### config.mk
export PLATFORM = sky130hd
export DESIGN_NAME = button_event_scheduler
export DESIGN_NICKNAME = d
export VERILOG_FILES = /design/src/rtl/button_event_scheduler_pkg.sv /design/src/rtl/button_event_scheduler_edge_pulser.sv /design/src/rtl/button_event_scheduler.sv
export SDC_FILE = /design/constraint.sdc
export NUM_CORES = 1
export LEC_CHECK = 0
export ABC_AREA = 1
export CORE_MARGIN = 1
export CORE_UTILIZATION = 30
export CTS_CLUSTER_SIZE = 16
export DETAILED_ROUTE_END_ITERATION = 10
export PLACE_DENSITY = 0.51
export SLEW_MARGIN = 20
export SYNTH_ARGS = -nofsm -noshare
export SYNTH_HDL_FRONTEND = slang
export SYNTH_SLANG_ARGS = --single-unit
### constraint.sdc
create_clock -name clk -period 4.2 [get_ports clk]
set_clock_uncertainty 0.15 [all_clocks]
set_input_delay 0.84 -clock clk [delete_from_list [all_inputs] [get_ports clk]]
set_output_delay 0.84 -clock clk [all_outputs]
set_load 0.02 [all_outputs]
### src/rtl/button_event_scheduler_pkg.sv
// Shared definitions for the button event scheduler: pulser state encodings
// and the default number of button channels.
package button_event_scheduler_pkg;

   localparam int N_DEFAULT = 4;

   typedef enum logic [1:0] {
      PS_IDLE  = 2'b00,
      PS_PULSE = 2'b01,
      PS_HOLD  = 2'b10
   } ps_e;

endpackage

### src/rtl/button_event_scheduler_edge_pulser.sv
// Per-button edge pulser: emits exactly one cycle of sp per press of a
// synchronised level input, then waits for release before re-arming.
module edge_pulser
   import button_event_scheduler_pkg::*;
(
   input  logic clk,
   input  logic rst,
   input  logic lp,
   output logic sp
);

   ps_e state_q;
   ps_e state_d;

   always_ff @(posedge clk) begin
      if (rst) begin
         state_q <= PS_IDLE;
      end else begin
         state_q <= state_d;
      end
   end

   always_comb begin
      state_d = state_q;
      sp      = 1'b0;
      case (state_q)
         PS_IDLE: begin
            if (lp) state_d = PS_PULSE;
         end
         PS_PULSE: begin
            sp      = 1'b1;
            state_d = PS_HOLD;
         end
         PS_HOLD: begin
            if (!lp) state_d = PS_IDLE;
         end
         default: state_d = PS_IDLE;
      endcase
   end

endmodule

### src/rtl/button_event_scheduler.sv
// Converts N button levels into one-shot events and serialises them onto a
// single valid/ready channel with round-robin fairness between buttons.
module button_event_scheduler
   import button_event_scheduler_pkg::*;
#(
   parameter  int N   = N_DEFAULT,
   localparam int IDW = $clog2(N)
) (
   input  logic           clk,
   input  logic           rst,
   input  logic [N-1:0]   lp,
   output logic           ev_valid,
   output logic [IDW-1:0] ev_id,
   input  logic           ev_ready,
   output logic [N-1:0]   pending,
   output logic [N-1:0]   ovf,
   input  logic           ovf_clr
);

   // Handshake: an event transfers on any posedge where ev_valid && ev_ready;
   // while ev_valid && !ev_ready, ev_valid and ev_id are held unchanged.

   logic [N-1:0]   pulse;
   logic [N-1:0]   pending_q, pending_d;
   logic [N-1:0]   ovf_q, ovf_d;
   logic [N-1:0]   grant_mask;
   logic [IDW-1:0] rr_q, rr_d;
   logic [IDW-1:0] id_q, id_d;
   logic [IDW-1:0] winner;
   logic           valid_q, valid_d;
   logic           any_pending;
   logic           load;

   for (genvar g = 0; g < N; g++) begin : g_pulser
      edge_pulser u_pulser (
         .clk (clk),
         .rst (rst),
         .lp  (lp[g]),
         .sp  (pulse[g])
      );
   end

   // Walk the search order backwards so the last hit is the closest to rr_q+1.
   always_comb begin
      winner = '0;
      for (int k = N; k >= 1; k--) begin
         if (pending_q[(int'(rr_q) + k) % N]) begin
            winner = IDW'((int'(rr_q) + k) % N);
         end
      end
   end

   always_comb begin
      any_pending = |pending_q;
      load        = !valid_q || ev_ready;
      grant_mask  = (load && any_pending) ? (N'(1) << winner) : '0;
      // A pulse landing on a channel being loaded this cycle is a new event.
      pending_d   = pulse | (pending_q & ~grant_mask);
      ovf_d       = ovf_clr ? '0 : (ovf_q | (pulse & pending_q & ~grant_mask));
      valid_d     = load ? any_pending : valid_q;
      id_d        = (load && any_pending) ? winner : id_q;
      rr_d        = (load && any_pending) ? winner : rr_q;
   end

   always_ff @(posedge clk) begin
      if (rst) begin
         pending_q <= '0;
         ovf_q     <= '0;
         valid_q   <= 1'b0;
         id_q      <= '0;
         rr_q      <= IDW'(N - 1);
      end else begin
         pending_q <= pending_d;
         ovf_q     <= ovf_d;
         valid_q   <= valid_d;
         id_q      <= id_d;
         rr_q      <= rr_d;
      end
   end

   assign ev_valid = valid_q;
   assign ev_id    = id_q;
   assign pending  = pending_q;
   assign ovf      = ovf_q;

endmodule
### Word-level counts from Yosys, hierarchy flattened

Index checks and enable logic that the tools add are counted.
W data, S select, Z words.

* bits in registers: 21
* input bits: 8
* output and inout port bits: 11

* add/subtract/negate cells: 4
* magnitude comparators: 4
* eq/ne operators: 16
* shift-type cells: 1
* multiplexer cells: 33
* bitwise logic cells: 10
* reductions and logical operators: 17

Operator list (number)
* $mux W2: 12
* $pmux W2 S3: 4
* $lt A3 B4 Y1 const B: 4
* $ne A2 B2 Y1 const B: 8
* $and A4 B4 Y4: 3
* $mux W1: 12
* $reduce_or A2 Y1: 5
* $bmux W1 S2: 4
* $eq A2 B1 Y1 const B: 4
* $eq A2 B2 Y1 const B: 4
* $logic_not A2 Y1: 4
* $or A4 B4 Y4: 2
* $reduce_and A2 Y1: 4
* $add A2 B1 Y2 const B: 2
* $add A2 B2 Y2 const B: 2
* $and A1 B1 Y1 const A: 4
* $mux W4: 1
* $not A4 Y4: 1
* $reduce_or A4 Y1: 1
* $shl A1 B2 Y4 const A: 1
* $logic_and A1 B1 Y1: 1
* $logic_not A1 Y1: 1
* $logic_or A1 B1 Y1: 1

### Logic depth before layout (Yosys ltp)

* depth in word-level cells: 15
* mapped depth: 14
* gate-level depth less buffers: 13

### By module

A second synthesis with hierarchy kept.

* cell total of the unflattened synthesis: 179
* area total of the unflattened synthesis: 1178.6 um^2

By module, submodules not included
* button_event_scheduler: instances 1, cells each 119, area each 798.3 um^2, sequential area each 260.2 um^2
* edge_pulser: instances 4, cells each 15, area each 95.1 um^2, sequential area each 40.0 um^2

### Least setup slack after synthesis

No wires, ideal clock.

* kind: input-to-reg
* from: in ev_ready
* to: reg pending_q[0], in the netlist pending[0]
* arrival: 1.518 ns
* data required time: 3.918 ns
* setup slack: 2.399 ns
* stages on the path: 5
* buffers on the path: 0
* cell sequence: nor2_1 > nor2_2 > nand3_2 > o21bai_1 > a21oi_1

* word-level cells in the longest chain between the ends: 6

RTL lines
* from (decl): line button_event_scheduler.sv:14 `input logic ev_ready,`
* $logic_or A1 B1 Y1: line button_event_scheduler.sv:55 `load = !valid_q || ev_ready;`
* $logic_and A1 B1 Y1: line button_event_scheduler.sv:56 `grant_mask = (load && any_pending) ? (N'(1) << winner) : '0;`
* $mux W4: line button_event_scheduler.sv:56
* $not A4 Y4: line button_event_scheduler.sv:58 `pending_d = pulse | (pending_q & ~grant_mask);`
* $and A4 B4 Y4: line button_event_scheduler.sv:58
* $or A4 B4 Y4: line button_event_scheduler.sv:58
* to (signal assigned): line button_event_scheduler.sv:73 `pending_q <= pending_d;`
* to (decl): line button_event_scheduler.sv:24 `logic [N-1:0] pending_q, pending_d;`

Every way passes these cells.
A chain may end at the register's enable or synchronous reset.

### Final worst setup path

* from: reg pending_q[0], in the netlist pending[0]
* to: out pending[0]

RTL lines
* to (decl): line button_event_scheduler.sv:15 `output logic [N-1:0] pending,`

No word-level cell between the ends.

==> results.yml <==
sta:
  min_period_ns: 2.38
  fin_setup_tns_ns: 0
  finalHoldViolCount: 0
  drv_slew: 0
  max_freq_mhz: 421
  rsz0062_at_grt: "no"
  finalSetupViolCount: 0
  finalCritPeriodShare: 0.566
  relSlewSlack: 0.604
  worst_slew_pin_slew_ns: 0.593
detailed_routing:
  wl_per_cell_um: 10.5
  wl_met1_um: 1070
  top_layer: "met4"
  wl_met2_um: 971
  drc: 0
  wl_met3_um: 74
  via_per_inst: 4.46
  ant_nets: 0
  dr.first_iter.drc_count: 49
  via_count: 909
  routed_wl_um: 2150
  first_pass_iters: 4
clock_network:
  cts-resized-gates: 0
  cts_made_buffers: 3
  post_cts_buffers: 0
  cts.clk_slew.worst_paths_ns: 0.12
  cts_tree: "done"
  clockBufferDepth: 2
  cts_max_level: 1
  clkLatencyLatePin_ns: 0.30
  root_buffer: "clkbuf_4"
  cts-hold-fix-buffers: 0
  clock-sinks: 21
pwr:
  leakage_nw: 0.538
  peakVddDrop_uv: 147
  p_per_area_nw_per_um2: 404
worst_hold_path:
  min_path_type: "reg2reg"
synth:
  ys_async_sr_fraction: 0
  syn_avg_cell_area_sq_um: 7.28
  synthFlopType: "dfxtp_1"
  seq_area_frac_synth: 0.412
  yosysUniqueCellTypes: 25
  postSynthCellCount: 140
  ys_ff_latch: 21
  synth_top_area_share: 0.412
  syn_nets: 148
  synth_largest_area_cell: "dfxtp_1"
  ys_top_cells_by_area: "dfxtp_1 (41%), nand2_1 (11%), inv_1 (8.1%)"
  synth_warnings: 0
  syn_area_sq_um: 1020
  synth-edff-count: 0
grt:
  grt_pass1_vias: 858
  grt_overflow_total: 0
  grt_usage: 0.135
  grt_pass1_wl_um: 3670
  antenna_found_initial: 0
  grt_max_degree: 17
layout:
  layout.nets: 169
  multi_input_area_sq_um: 483
  drive_gt1_frac: 0.163
  final_util: 0.405
  antenna_cells: 0
  seq_area_sq_um: 420
  fill_cells: 338
  area_growth_pct: 24.3
floorplanning:
  rows: 20
  io_pins: 19
  die-area_sq_um: 3640
  core_sq_um: 3130
  initial_core_util: 0.326
  fp.dieH_um: 60.3
  die_w_um: 60.3
placed_design:
  gp_congestion: 0.790
  io_buffers: 18
  dp_hpwl_um: 1700
setup_path:
  crit_buf_inv: 1
  path_cells: "clkdlybuf4s50_1"
  crit_slowest_cell: "clkdlybuf4s50_1"
  end_kind: "output pin"
  cp.required_ns: 3.21
  critPathMaxFanout: 5
  cp-start-kind: "flip-flop"
  cp.arrival_ns: 1.39
  max_stage_delay_ns: 0.65
  path_class: "reg2out"
  path_delay_family: "buffers and inverters"
run:
  max-cap-violations: 0
run_status:
  status: "completed"
[per-stage QoR]
step | setup WS (ns) | area, sq um | hold slack, ns | instances | power [mW]
6_report | 1.82 | 1270 | 0.285 | 204 | 0.511
5_1_grt | 1.75 | 1270 | 0.318 | 204 | 0.546
4_1_cts | 1.81 | 1270 | 0.288 | 204 | 0.516
3_5_place_dp | 1.77 | 1240 | 0.272 | 200 | 0.420
3_3_place_gp | 1.80 | 1240 | 0.262 | 200 | 0.415
2_1_floorplan | 2.40 | 1020 | 0.249 | 140 | 0.372
[cells in the final DEF, fill, tap and decap left out, types with 2 or more instances in the layout]
| cell type | instances |
|---|---|
| a21oi_1 | 12 |
| nand2_2 | 9 |
| nand3_2 | 4 |
| clkbuf_4 | 3 |
| nand2_4 | 2 |
| nand2_1 | 31 |
| o21ai_1 | 3 |
| a21oi_2 | 2 |
| dfxtp_1 | 21 |
| inv_2 | 2 |
| inv_1 | 22 |
| o211ai_1 | 2 |
| nand3_1 | 9 |
| nor2_1 | 8 |
| o21bai_1 | 2 |
| clkdlybuf4s50_1 | 18 |
[metal layers]
metal	up-vias	track usage
li1	482	-
met1	407	0.179
met2	16	0.209
met3	4	0.0238
met4	0	0.0698
met5	-	0
[kinds of logic (layout without fill, tap and decap cells)]
kind of cell / after synthesis / in the layout / synth area share
and+or+nand+nor: 69 / 69 / 0.340
DFF: 21 / 21 / 0.412
AOI/OAI and AO/OA: 23 / 23 / 0.134
buffers and inverters: 27 / 47 / 0.114
[power breakdown]
group | switching, mW | leakage (nW) | total, mW | internal (mW)
Sequential | 0.0185 | 0.172 | 0.236 | 0.218
Combinational | 0.112 | 0.348 | 0.178 | 0.0664
Clock | 0.0616 | 0.0177 | 0.0971 | 0.0355
Total | 0.192 | 0.538 | 0.511 | 0.319
[worst paths after layout]
kind                                   start                         endpoint  slack [ns]  cells past startpoint
max                               pending[0]                       pending[0]        1.82                      1
min reg2reg  g_pulser[1].u_pulser.state_q[1]  g_pulser[1].u_pulser.state_q[0]        0.29                      1
min          g_pulser[1].u_pulser.state_q[1]  g_pulser[1].u_pulser.state_q[0]        0.29                      1
max reg2reg                          rr_q[0]                           ovf[3]        2.40                     11
[synthesized netlist by cell type (2+ instances only)]
master    number
nand2_1       31
o211ai_1       2
dfxtp_1       21
o21ai_1        3
a21oi_2        2
nand2_4        2
nand3_2        4
a21oi_1       12
o21bai_1       2
nand2_2        9
inv_2          2
nor2_1         8
nand3_1        9
inv_1         22
[layout make-up]
class,instances,area share
Timing Repair Buffer,18,0.142
Inverter,25,0.0800
Clock buffer,3,0.0178
Multi-Input combinational cell,92,0.381
Sequential cell,21,0.332
Tap cell,44,0.0434
Clock inverter,1,0.00395
[flip-flops by register name, summed over array words and instances, names as in the netlist]
name	flops
pending	4
ovf	4
ev_valid	1
g_pulser.u_pulser.state_q	8
ev_id	2
rr_q	2
No activity file was read; power rests on OpenSTA's default activity.
